$ cat src/rtl/cpu_pipe_pkg.sv
// Shared pipeline types for the in-order core.
// Holds the scoreboard entry, the stage indices and the forwarding-width helper.
package cpu_pipe_pkg;

    // Widest register address any core build uses; narrower builds zero-extend.
    localparam int RA_W = 8;

    localparam int STG_IF = 0;
    localparam int STG_ID = 1;
    localparam int STG_EX = 2;

    typedef struct packed {
        logic [RA_W-1:0] rd;
        logic            wr;
        logic            is_load;
        logic [RA_W-1:0] rs1;
        logic [RA_W-1:0] rs2;
    } sb_entry_t;

    function automatic int fwd_w(input int n);
        return $clog2(n);
    endfunction

endpackage

$ cat src/rtl/hazard_match.sv
// Compares one source register against one scoreboard entry.
// Register x0 never produces a match.
module hazard_match
    import cpu_pipe_pkg::*;
(
    input  logic            i_valid,
    input  sb_entry_t       i_entry,
    input  logic [RA_W-1:0] i_src,
    input  logic            i_used,
    output logic            o_match
);

    assign o_match = i_valid & i_entry.wr & i_used &
                     (i_entry.rd == i_src) & (i_src != '0);

endmodule

$ cat src/rtl/pipeline_hazard_ctrl.sv
// Per-stage pipeline control: valid bits, scoreboard, stalls, flushes
// and EX operand forwarding selects.
module pipeline_hazard_ctrl
    import cpu_pipe_pkg::*;
#(
    parameter int NUM_STAGES = 5,
    parameter int REG_ADDR_W = 5,
    parameter int LOAD_STAGE = 4,
    parameter int FWD_EN     = 1,
    parameter int CNT_W      = 16,
    parameter int FWD_W      = fwd_w(NUM_STAGES)
) (
    input  logic                  clk,
    input  logic                  rst,
    input  logic                  fetch_valid,
    input  logic [REG_ADDR_W-1:0] id_rs1_addr,
    input  logic [REG_ADDR_W-1:0] id_rs2_addr,
    input  logic                  id_rs1_used,
    input  logic                  id_rs2_used,
    input  logic [REG_ADDR_W-1:0] id_rd_addr,
    input  logic                  id_rd_wr,
    input  logic                  id_is_load,
    input  logic                  ex_branch_taken,
    output logic                  pc_hold,
    output logic [NUM_STAGES-2:0] stage_adv,
    output logic [NUM_STAGES-2:0] stage_valid,
    output logic [FWD_W-1:0]      fwd_sel_a,
    output logic [FWD_W-1:0]      fwd_sel_b,
    output logic [CNT_W-1:0]      stall_cnt,
    output logic [CNT_W-1:0]      flush_cnt
);

    localparam int NR = NUM_STAGES - 1;

    logic [NR-1:0]    r_valid;
    sb_entry_t        r_sb [1:NR-1];
    logic [CNT_W-1:0] r_stall_cnt;
    logic [CNT_W-1:0] r_flush_cnt;

    logic [RA_W-1:0]  w_rs1;
    logic [RA_W-1:0]  w_rs2;
    logic [NR-1:1]    w_id_m1;
    logic [NR-1:1]    w_id_m2;
    logic [NR-1:1]    w_hz;
    logic [NR-1:2]    w_fa;
    logic [NR-1:2]    w_fb;
    logic             w_stall;
    logic             w_load1;
    sb_entry_t        w_new;
    logic [FWD_W-1:0] w_sel_a;
    logic [FWD_W-1:0] w_sel_b;
    logic [NR-1:1]    w_unused_bits;

    assign w_rs1 = RA_W'(id_rs1_addr);
    assign w_rs2 = RA_W'(id_rs2_addr);

    // Register k holds the instruction currently in stage k+1.
    for (genvar k = 1; k < NR; k++) begin : g_id
        hazard_match u_m1 (
            .i_valid (r_valid[k]),
            .i_entry (r_sb[k]),
            .i_src   (w_rs1),
            .i_used  (id_rs1_used),
            .o_match (w_id_m1[k])
        );
        hazard_match u_m2 (
            .i_valid (r_valid[k]),
            .i_entry (r_sb[k]),
            .i_src   (w_rs2),
            .i_used  (id_rs2_used),
            .o_match (w_id_m2[k])
        );
        if (FWD_EN != 0) begin : g_ld
            localparam bit LU = (k + 2) < LOAD_STAGE;
            assign w_hz[k] = (w_id_m1[k] | w_id_m2[k]) &
                             r_sb[k].is_load & LU;
        end else begin : g_any
            assign w_hz[k] = w_id_m1[k] | w_id_m2[k];
        end
        assign w_unused_bits[k] = ^{r_sb[k].rs1, r_sb[k].rs2,
                                    r_sb[k].is_load};
    end

    for (genvar k = 2; k < NR; k++) begin : g_fwd
        hazard_match u_fa (
            .i_valid (r_valid[k]),
            .i_entry (r_sb[k]),
            .i_src   (r_sb[STG_ID].rs1),
            .i_used  (1'b1),
            .o_match (w_fa[k])
        );
        hazard_match u_fb (
            .i_valid (r_valid[k]),
            .i_entry (r_sb[k]),
            .i_src   (r_sb[STG_ID].rs2),
            .i_used  (1'b1),
            .o_match (w_fb[k])
        );
    end

    // A taken branch discards the ID instruction, so it never stalls.
    assign w_stall = r_valid[STG_IF] & (|w_hz) & ~ex_branch_taken;
    assign w_load1 = r_valid[STG_IF] & ~w_stall & ~ex_branch_taken;

    always_comb begin
        w_new = '0;
        if (w_load1) begin
            w_new.rd      = RA_W'(id_rd_addr);
            w_new.wr      = id_rd_wr;
            w_new.is_load = id_is_load;
            w_new.rs1     = id_rs1_used ? w_rs1 : '0;
            w_new.rs2     = id_rs2_used ? w_rs2 : '0;
        end
    end

    // Scan oldest to youngest so the youngest producer wins.
    always_comb begin
        w_sel_a = '0;
        w_sel_b = '0;
        for (int k = NR - 1; k >= 2; k--) begin
            if (w_fa[k]) w_sel_a = FWD_W'(k + 1);
            if (w_fb[k]) w_sel_b = FWD_W'(k + 1);
        end
        if (FWD_EN == 0) begin
            w_sel_a = '0;
            w_sel_b = '0;
        end
    end

    always_ff @(posedge clk or posedge rst) begin
        if (rst) begin
            r_valid     <= '0;
            r_stall_cnt <= '0;
            r_flush_cnt <= '0;
            for (int k = 1; k < NR; k++) r_sb[k] <= '0;
        end else begin
            if (ex_branch_taken)
                r_valid[STG_IF] <= 1'b0;
            else if (!w_stall)
                r_valid[STG_IF] <= fetch_valid;
            r_valid[STG_ID] <= w_load1;
            r_sb[STG_ID]    <= w_new;
            for (int k = 2; k < NR; k++) begin
                r_valid[k] <= r_valid[k-1];
                r_sb[k]    <= r_sb[k-1];
            end
            if (w_stall && !(&r_stall_cnt))
                r_stall_cnt <= r_stall_cnt + CNT_W'(1);
            if (ex_branch_taken && !(&r_flush_cnt))
                r_flush_cnt <= r_flush_cnt + CNT_W'(1);
        end
    end

    assign pc_hold     = w_stall;
    assign stage_adv   = {{(NR-1){1'b1}}, ~w_stall};
    assign stage_valid = r_valid;
    assign fwd_sel_a   = w_sel_a;
    assign fwd_sel_b   = w_sel_b;
    assign stall_cnt   = r_stall_cnt;
    assign flush_cnt   = r_flush_cnt;

endmodule

$ cat config.mk
export PLATFORM = sky130hd
export DESIGN_NAME = pipeline_hazard_ctrl
export DESIGN_NICKNAME = d
export VERILOG_FILES = /design/src/rtl/cpu_pipe_pkg.sv /design/src/rtl/hazard_match.sv /design/src/rtl/pipeline_hazard_ctrl.sv
export SDC_FILE = /design/constraint.sdc
export NUM_CORES = 1
export LEC_CHECK = 0
export ABC_AREA = 1
export ABC_CLOCK_PERIOD_IN_PS = 2800
export CAP_MARGIN = 20
export CORE_MARGIN = 2
export CORE_UTILIZATION = 52
export CTS_CLUSTER_DIAMETER = 150
export DETAILED_ROUTE_END_ITERATION = 10
export PLACE_DENSITY = 0.8
export SYNTH_ARGS = -nofsm -noshare
export SYNTH_HDL_FRONTEND = slang
export SYNTH_SLANG_ARGS = --single-unit
export TNS_END_PERCENT = 1
$ cat constraint.sdc
create_clock -name clk -period 2.8 [get_ports clk]
set_input_delay 0.56 -clock clk [delete_from_list [all_inputs] [get_ports clk]]
set_output_delay 0.56 -clock clk [all_outputs]
set_load 0.01 [all_outputs]
==> flow_metrics.tcl <==
set metrics [dict create \
    seq_area_frac_synth_pct 45.4 \
    grt_overflow_total 0 \
    crit_fanout 3 \
    power_density_nw_per_um2 517 \
    clk_latency_ns 0.34 \
    max_cap_violations 0 \
    yosysWarningCount 0 \
    setup_ws_ns 0.105 \
    place_inst 598 \
    dp_hpwl_mm 5.70 \
    final_cell_mix "nand2_1, nor2_1, dfrtp_1" \
    dr.first_iter.drc_count 203 \
    rsz0062_at_grt "no" \
    cp-end-kind "output port" \
    vias_per_cell 5.09 \
    fin_cells 614 \
    peakVddDrop_uv 436 \
    synth-seq-cells 65 \
    nets 554 \
    io_buffers 66 \
    grt_pass1_vias 3059 \
    antenna_found_initial 0 \
    gp_congestion 0.913 \
    worst_clock_skew_ns 0.0120 \
    die_area_um2 7580 \
    htreeDepth 3 \
    setup_tns_ns 0 \
    die_y_um 87.0 \
    grt_max_degree 66 \
    synthesis.instances 459 \
    io_pins 70 \
    slowest_delay_ns 0.53 \
    area.sequential_um2 1630 \
    cp_data_required_time_ns 2.24 \
    finalSetupViolations 0 \
    p_leak_nw 2.22 \
    postSynthAreaPerCell_um2 7.81 \
    first_pass_iters 7 \
    clock.fmax_ghz 0.371 \
    cts_tree "done" \
    areaGrowthSynthToFinish_pct 26.2 \
    crit_path_start_kind "primary input" \
    final_common_cell "nand2_1" \
    insertedDiodeCount 0 \
    fin_crit_ns 2.70 \
    status "finished, final reports clean" \
    post_drt_wl_per_cell_um 12.5 \
    die_w_um 87.0 \
    initial_utilization_pct 53.4 \
    hold_class "reg -> reg" \
    multi_input_area_um2 1620 \
    cp_data_arrival_time_ns 2.14 \
    pre_cts_ws_ns 0.0144 \
    syn_area_um2 3590 \
    vias 3127 \
    cts.sinks 65 \
    period_share_pct 96.3 \
    grt_pass1_wl_mm 13.4 \
    wirelength_mm 7.69 \
    root_buffer "clkbuf_8" \
    num_rows 30 \
    drive_gt1_share_pct 7.49 \
    drc 0 \
    cts_inserted_buffers 9 \
    cts_setup_buffers 0 \
    ant_nets 0 \
    final_util_pct 67.3 \
    finalHoldViolCount 0 \
    core-area_um2 6720 \
    cp_cell_sequence "clkdlybuf4s50_1 > inv_1 > nand2_1 > nand2_1 > nor2_1 > nand4_1 > nand2_2 > nand2_4 > clkdlybuf4s50_1" \
    yosys.cell_types.count 30 \
    cts.clk_slew.worst_paths_ns 0.07 \
    crit_type "in -> out" \
    slowest_stage "clkdlybuf4s50_1" \
    final-max-slew-violation-count 0 \
    fillers 588 \
    power_mw 2.34 \
    grt_usage_pct 22.5 \
    cts_buffer_depth 2 \
]
-- final cells by class --
| type | instances | area share (%) |
|---|---|---|
| inverters | 58 | 4.81 |
| flip-flops and latches | 65 | 36.0 |
| repair buffers | 74 | 16.4 |
| clock inverters | 4 | 1.69 |
| well taps | 80 | 2.21 |
| clock buffers | 12 | 3.21 |
| multi-input cells | 321 | 35.8 |
-- logic make-up after synthesis --
| logic type | Yosys count | synth area share (%) |
|---|---|---|
| buf+inv | 75 | 9.73 |
| flops | 65 | 45.4 |
| xor+xnor | 34 | 8.30 |
| simple gates | 267 | 33.3 |
| fa+ha+maj | 2 | 0.698 |
| compound gates | 15 | 2.48 |
| other cells | 1 | 0.105 |
-- worst max-delay path: cells and delay by family --
kind | cells | cell delay (ns)
buffers and inverters | 3 | 1.05
and+or+nand+nor | 6 | 0.53
-- repair_timing --
action | CTS | global route
setup endpoints to repair | 0 | 1
resized for setup | 0 | 3
hold buffers | 0 | 0
-- path summary, 6_finish.rpt --
| kind | from | to | slack [ns] | cells past startpoint |
|---|---|---|---|---|
| max | id_rs2_addr[3] | stage_adv[0] | 0.10 | 9 |
| min | r_sb[43] | r_sb[17] | 0.40 | 0 |
| max reg2reg | flush_cnt[0] | flush_cnt[2] | 0.84 | 8 |
| min reg2reg | r_sb[43] | r_sb[17] | 0.40 | 0 |
| max in group asynchronous | rst | r_sb[64] | 1.92 | 3 |
| min in group asynchronous | rst | r_sb[73] | 0.61 | 3 |
-- state kept, by name, summed over array words and instances, names as in the netlist --
name and count:
stage_valid 4, flush_cnt 16, stall_cnt 16, r_sb 29
-- per-layer routing --
layer | GRT usage, % | share of wire, % | up-vias | wire length [um]
met3 | 5.78 | 4.7 | 19 | 358
met4 | 9.80 | 2.0 | 0 | 150
met1 | 29.2 | 46 | 1443 | 3510
li1 | - | - | 1566 | -
met2 | 35.5 | 48 | 99 | 3670
met5 | 0 | 0 | - | 0
-- synth_stat cells --
library cell  count  area, um^2
nor2_1           65         244
conb_1            1        3.75
o211ai_1          1        7.51
buf_2             3        15.0
a21oi_1           2        10.0
inv_2             1        3.75
xnor2_1          13         114
and2_1            1        6.26
nand2_2           3        18.8
buf_6             3        33.8
o22ai_1           3        18.8
ha_1              2        25.0
nor2_2            2        12.5
nor3_2            2        20.0
o21ai_1           4        20.0
nand3_4           1        17.5
nand2_4           3        33.8
nand4_1          26         163
nand2_1         131         492
buf_4            11        82.6
nor4_1            1        6.26
inv_1            57         214
o2111ai_1         2        17.5
dfrtp_1          65        1630
xor2_1           21         184
nor3_1            9        45.0
o21ai_0           3        15.0
nand3_1          18        90.1
or2_2             2        12.5
nor2_4            3        33.8
-- metrics by stage --
step / area, um^2 / hold WS, ns
final: 4520 / 0.398
after global routing: 4520 / 0.401
after CTS: 4520 / 0.394
after detailed placement: 4300 / 0.376
after global placement: 4300 / 0.374
after floorplan: 3590 / 0.354
-- report_power, final --
| part | internal (mW) | leakage, nW | switching, mW |
|---|---|---|---|
| sequential | 1.01 | 0.880 | 0.0902 |
| combinational | 0.198 | 1.23 | 0.177 |
| clock | 0.528 | 0.107 | 0.343 |
| total | 1.73 | 2.22 | 0.610 |
Power figures use the tool's default switching activity.
